## config.mk

```make
export PLATFORM = sky130hd
export DESIGN_NAME = multi_queue_rr_fifo
export DESIGN_NICKNAME = d
export VERILOG_FILES = /design/src/rtl/multi_queue_pkg.sv /design/src/rtl/rr_arbiter.sv /design/src/rtl/multi_queue_rr_fifo.sv
export SDC_FILE = /design/constraint.sdc
export NUM_CORES = 1
export LEC_CHECK = 0
export BUFFER_PORTS_ARGS = -buffer_cell sky130_fd_sc_hd__buf_2
export CORE_MARGIN = 2
export CORE_UTILIZATION = 35
export CTS_CLUSTER_DIAMETER = 50
export DETAILED_ROUTE_END_ITERATION = 16
export PLACE_DENSITY = 0.59
export SLEW_MARGIN = 20
export SYNTH_ARGS = -nofsm -noshare
export SYNTH_HDL_FRONTEND = slang
export SYNTH_HIERARCHICAL = 1
export SYNTH_SLANG_ARGS = --single-unit
```

## constraint.sdc

```tcl
create_clock -name clk -period 6.3 [get_ports clk]
set_clock_uncertainty 0.05 [all_clocks]
set_input_delay 0.315 -clock clk [delete_from_list [all_inputs] [get_ports clk]]
set_output_delay 0.315 -clock clk [all_outputs]
set_load 0.01 [all_outputs]
```

## src/rtl/multi_queue_pkg.sv

```systemverilog
// Shared helpers for the multi-queue FIFO and its round-robin reader.
// Width functions and the wrapping round-robin successor.
package multi_queue_pkg;

    function automatic int qid_width(input int n);
        return (n > 1) ? $clog2(n) : 1;
    endfunction

    function automatic int level_width(input int depth);
        return $clog2(depth + 1);
    endfunction

    function automatic int rr_next(input int cur, input int n);
        return (cur + 1 >= n) ? 0 : cur + 1;
    endfunction

endpackage

```

## src/rtl/rr_arbiter.sv

```systemverilog
// Round-robin arbiter: one-hot grant to the first request at/after
// the rotating pointer, which moves past the winner on each grant.
module rr_arbiter
    import multi_queue_pkg::*;
#(
    parameter int N = 4,
    localparam int PW = qid_width(N)
) (
    input  logic         clk,
    input  logic         rst_n,
    input  logic [N-1:0] req,
    output logic [N-1:0] grant,
    output logic         grant_valid
);

    logic [PW-1:0] ptr;
    logic [PW-1:0] scan;
    logic [PW-1:0] grant_idx;

    always_comb begin
        grant       = '0;
        grant_valid = 1'b0;
        grant_idx   = '0;
        scan        = ptr;
        for (int i = 0; i < N; i++) begin
            if (!grant_valid && req[scan]) begin
                grant[scan] = 1'b1;
                grant_valid = 1'b1;
                grant_idx   = scan;
            end
            scan = PW'(rr_next(int'(scan), N));
        end
    end

    always_ff @(posedge clk or negedge rst_n) begin
        if (!rst_n) begin
            ptr <= '0;
        end else if (grant_valid) begin
            ptr <= PW'(rr_next(int'(grant_idx), N));
        end
    end

endmodule

```

## src/rtl/multi_queue_rr_fifo.sv

```systemverilog
// Multi-queue FIFO: demuxed write stream into per-queue circular buffers,
// one round-robin storage read per cycle refills per-queue output registers.
module multi_queue_rr_fifo
    import multi_queue_pkg::*;
#(
    parameter int QUEUE_COUNT  = 4,
    parameter int DEPTH        = 8,
    parameter int DATA_WIDTH   = 32,
    parameter int AF_THRESHOLD = 6,
    localparam int QW = qid_width(QUEUE_COUNT),
    localparam int LW = level_width(DEPTH)
) (
    input  logic                              clk,
    input  logic                              rst_n,
    input  logic                              in_valid,
    input  logic [QW-1:0]                     in_target,
    input  logic [DATA_WIDTH-1:0]             in_data,
    output logic [QUEUE_COUNT-1:0]            in_ready,
    output logic [QUEUE_COUNT-1:0]            out_valid,
    output logic [QUEUE_COUNT*DATA_WIDTH-1:0] out_data,
    input  logic [QUEUE_COUNT-1:0]            out_ready,
    output logic [QUEUE_COUNT*LW-1:0]         level,
    output logic [QUEUE_COUNT-1:0]            almost_full,
    input  logic [QUEUE_COUNT-1:0]            flush
);

    localparam int AW = $clog2(DEPTH);

    logic [DATA_WIDTH-1:0]  mem [QUEUE_COUNT][DEPTH];
    logic [LW-1:0]          wr_ptr [QUEUE_COUNT];
    logic [LW-1:0]          rd_ptr [QUEUE_COUNT];
    logic [LW-1:0]          fill [QUEUE_COUNT];
    logic [DATA_WIDTH-1:0]  dout [QUEUE_COUNT];
    logic [QUEUE_COUNT-1:0] wr_en;
    logic [QUEUE_COUNT-1:0] req;
    logic [QUEUE_COUNT-1:0] grant;
    logic                   grant_valid;

    // Pointers carry one extra wrap bit, so the difference is the fill level.
    for (genvar q = 0; q < QUEUE_COUNT; q++) begin : g_q
        assign fill[q]        = wr_ptr[q] - rd_ptr[q];
        assign in_ready[q]    = fill[q] != LW'(DEPTH);
        assign almost_full[q] = fill[q] >= LW'(AF_THRESHOLD);
        assign wr_en[q]       = in_valid && (in_target == QW'(q))
                                && in_ready[q] && !flush[q];
        assign req[q]         = (fill[q] != '0)
                                && (!out_valid[q] || out_ready[q])
                                && !flush[q];
        assign level[q*LW +: LW] = fill[q];
        assign out_data[q*DATA_WIDTH +: DATA_WIDTH] = dout[q];
    end

    rr_arbiter #(
        .N(QUEUE_COUNT)
    ) u_arb (
        .clk        (clk),
        .rst_n      (rst_n),
        .req        (req),
        .grant      (grant),
        .grant_valid(grant_valid)
    );

    always_ff @(posedge clk) begin
        for (int q = 0; q < QUEUE_COUNT; q++) begin
            if (wr_en[q]) begin
                mem[q][wr_ptr[q][AW-1:0]] <= in_data;
            end
        end
    end

    always_ff @(posedge clk or negedge rst_n) begin
        if (!rst_n) begin
            for (int q = 0; q < QUEUE_COUNT; q++) begin
                wr_ptr[q] <= '0;
                rd_ptr[q] <= '0;
                dout[q]   <= '0;
            end
            out_valid <= '0;
        end else begin
            for (int q = 0; q < QUEUE_COUNT; q++) begin
                if (flush[q]) begin
                    wr_ptr[q]    <= '0;
                    rd_ptr[q]    <= '0;
                    out_valid[q] <= 1'b0;
                end else begin
                    if (wr_en[q]) begin
                        wr_ptr[q] <= wr_ptr[q] + LW'(1);
                    end
                    if (grant_valid && grant[q]) begin
                        rd_ptr[q]    <= rd_ptr[q] + LW'(1);
                        dout[q]      <= mem[q][rd_ptr[q][AW-1:0]];
                        out_valid[q] <= 1'b1;
                    end else if (out_ready[q]) begin
                        out_valid[q] <= 1'b0;
                    end
                end
            end
        end
    end

endmodule

```

==> results by group <==
Synthesis
  • Flops & latches, synth: 1,190
  • Area contributors post-synth: edfxtp_1 (67%), mux4_2 (13%), dfrtp_1 (9.0%), mux2i_1 (3.0%), o21ai_0 (1.5%)
  • Mapped Nets: 2,362
  • Most frequent cells after synthesis: edfxtp_1 (1,024), mux4_2 (257), dfrtp_1 (166)
  • Syn Inst Count: 2,284
  • Post-synth ARST share: 13.9%
  • Synth Flop Type: edfxtp_1
  • Cell taking the most area after synthesis: edfxtp_1
  • Netlist Area Pre-Place: 0.0459 sq mm
  • Distinct cells, synth: 57
  • Syn avg cell area: 20.1 sq um
  • Yosys Warn Count: 6
  • Seq/Total Area, Yosys: 76.0%
  • Area share of the largest cell type after synthesis: 67.0%
  • EDFF count, synth: 1,024
  • Top-count cell post-synth: edfxtp_1

Worst hold path
  • Hold depth: 3
  • Worst min-delay path class: primary input to register
  • Worst hold start: out_ready[0]
  • Hold endpoint: out_valid[0]

Finish
  • Total Nets Final: 2,630
  • Fillers: 11,514
  • Layout cells sized above 1: 28.2%
  • Finished Core Util: 40.9%
  • FF/Latch Area: 0.0349 sq mm
  • Area delta synth->final: 15.7%
  • Area of the multi-input gates: 0.0105 sq mm

Setup path
  • Worst-path cell chain: inv_1, ha_1, inv_1, fa_1, nor3_1, a21oi_1, mux4_2, or3_1, nand2_1, or2_2, o21ai_0
  • Top cell by count, worst path: inv_1
  • Delay-heaviest family, CP: simple AND/OR/NAND/NOR gates
  • Arrival time worst endpoint: 6030 ps
  • Reg2reg end: out_data[103]
  • CP Launch Type: register
  • FF-to-FF Start: wr_ptr[4]
  • CP endpoint kind: register
  • CP Max Fanout: 64
  • Worst stage delay on the critical path: 820 ps
  • Setup Crit Path Kind: register to register
  • Worst Setup SP: wr_ptr[4]
  • Crit path required time: 6760 ps
  • Worst Path Buf+Inv: 2
  • R2r setup slk: 730 ps
  • Worst R2R Path Depth: 11
  • CP max-delay cell: or2_2

Pwr
  • PwrDens: 376 mW/mm^2
  • Peak VDD IR: 0.269 mV
  • P_leak: 18.5 nW

Routing
  • Drt drc: 0
  • Wire per inst: 24.6 um
  • DRT iter0 DRCs: 1,920
  • WL met1: 47,900 um
  • DR vias/cell: 5.04
  • Met3 WL: 5050 um
  • Metal2 WL: 52,800 um
  • Top sig layer: met5
  • Drt pass-1 iters: 6
  • ANT nets after route: 0
  • Vias: 22,200
  • Final WL: 108,000 um

Global route
  • Gr usage total: 16.0%
  • First-pass GRT wire length: 158,000 um
  • Pin count of the biggest net entering global routing: 86
  • Gr ovfl total: 0
  • Initial antenna violation count: 9
  • Vias in the first global route: 23,344

Floorplan
  • Chip height: 366 um
  • Core footprint: 0.130 sq mm
  • Die ar.: 0.134 sq mm
  • Boundary Pins: 201
  • Starting density of the core: 35.4%
  • Die W: 366 um
  • Placement row count: 132

Clock tree
  • CTS tree: done
  • CTS Buf Count: 120
  • Post-CTS sizing: 0
  • Worst-skew pair later-pin latency: 700 ps
  • Clock root buffer: clkbuf_16
  • Clock Tree Buf Depth: 3
  • H-tree levels: 3
  • Reg clk slew, reported paths: 60 ps
  • Post-CTS Setup Bufs: 0
  • CTS Sinks: 1,190

Timing
  • RSZ-0062 raised after global routing: false
  • Setup violators final: 0
  • Slew @ Worst Pin: 1060 ps
  • Max frequency: 180 MHz
  • Final Max Slew Viols: 0
  • Endpoints failing hold: 0
  • Final period util: 88.4%
  • Tmin final: 5570 ps
  • Worst rel slew slack: 29.4%
  • Worst setup margin: 730 ps
  • Min Hold Slack: 71.8 ps
  • Setup TNS: 0 ps

Placement
  • GP Congestion: 0.745
  • I/O Buffers: 200
  • DP Wirelength: 60,300 um
  • Pre-CTS setup slack: 772 ps

Job
  • Max_cap viols: 0

Outcome
  • Status: finished, final reports clean
==> per-layer routing <==
layer / track usage, % / vias up
li1: - / 9722
met1: 21.7 / 11824
met2: 26.6 / 507
met3: 2.81 / 135
met4: 4.61 / 12
met5: 0 / -
==> report_power, final <==
group          leakage, nW  switching [mW]  internal, mW
clock                 1.85            2.95          3.91
combinational         5.31            2.31          1.47
sequential            11.3           0.310          9.03
total                 18.5            5.57          14.4
==> placed cells by master (no fill, tap or decap), types with 9 or more instances in the layout <==
master,instances
clkbuf_8,9
buf_2,199
clkinv_1,22
ha_1,29
dfrtp_1,158
o21ai_0,139
nor3b_2,9
dlygate4sd3_1,9
mux2i_1,137
mux4_2,257
or3_1,9
a21oi_1,24
buf_4,50
nand2b_1,13
xnor2_1,12
nand2_1,165
nand3_1,18
edfxtp_1,1024
clkbuf_16,121
clkbuf_1,25
nor2_1,33
inv_1,27
nor3_2,10
clkinv_2,17
==> area by class of cell <==
class / count / area share, %
tap: 1742 / 4.10
multi-input combinational: 948 / 19.8
clock inverter: 69 / 1.10
inverter: 31 / 0.219
clock buffer: 154 / 6.09
sequential: 1190 / 65.8
antenna: 6 / 0.0283
timing repair buffer: 261 / 2.85
==> kinds of logic (layout without fill, tap and decap cells) <==
logic type | Yosys count | count (layout) | share of synthesized area (%)
flip-flops | 1190 | 1190 | 76.0
AND/OR/NAND/NOR | 302 | 302 | 3.11
AO/OA/AOI/OAI | 195 | 195 | 2.46
adder cells (fa/ha/maj) | 33 | 33 | 0.965
other | 0 | 6 | 0
buffers and inverters | 146 | 515 | 1.33
multiplexers | 398 | 398 | 15.7
XOR/XNOR | 20 | 20 | 0.382
==> through the flow <==
stage | std cells | instance area (sq um) | power (mW)
after floorplan | 2284 | 45900 | 11.9
after global placement | 4162 | 49200 | 13.2
after detailed placement | 4162 | 49200 | 13.3
after CTS | 4394 | 53100 | 20.2
after global routing | 4395 | 53100 | 20.9
final | 4401 | 53100 | 20.0
==> worst min-delay path: stages <==
cell and delay [ps]:
buf_2 70, nand2b_1 190, a21oi_1 160
==> registers in the layout (all words and copies together), names as in the netlist <==
register   count
u_arb/ptr      2
mem         1024
rd_ptr        16
wr_ptr        16
out_data     128
out_valid      4
==> repair_timing <==
action / CTS / global route
setup endpoints to repair: 0 / 0
hold buffers: 9 / 0
hold endpoints to repair: 113 / 0
==> worst max-delay path by stage <==
stage	depth (start not counted)	slack, ps	endpoint
floorplan	9	130	mem[1][100]
global placement	11	1000	out_data[9]
detailed placement	11	770	out_data[31]
CTS	11	750	out_data[103]
global route	11	300	out_data[103]
finish	11	730	out_data[103]
Note: power is estimated with default switching activity, not from simulation.
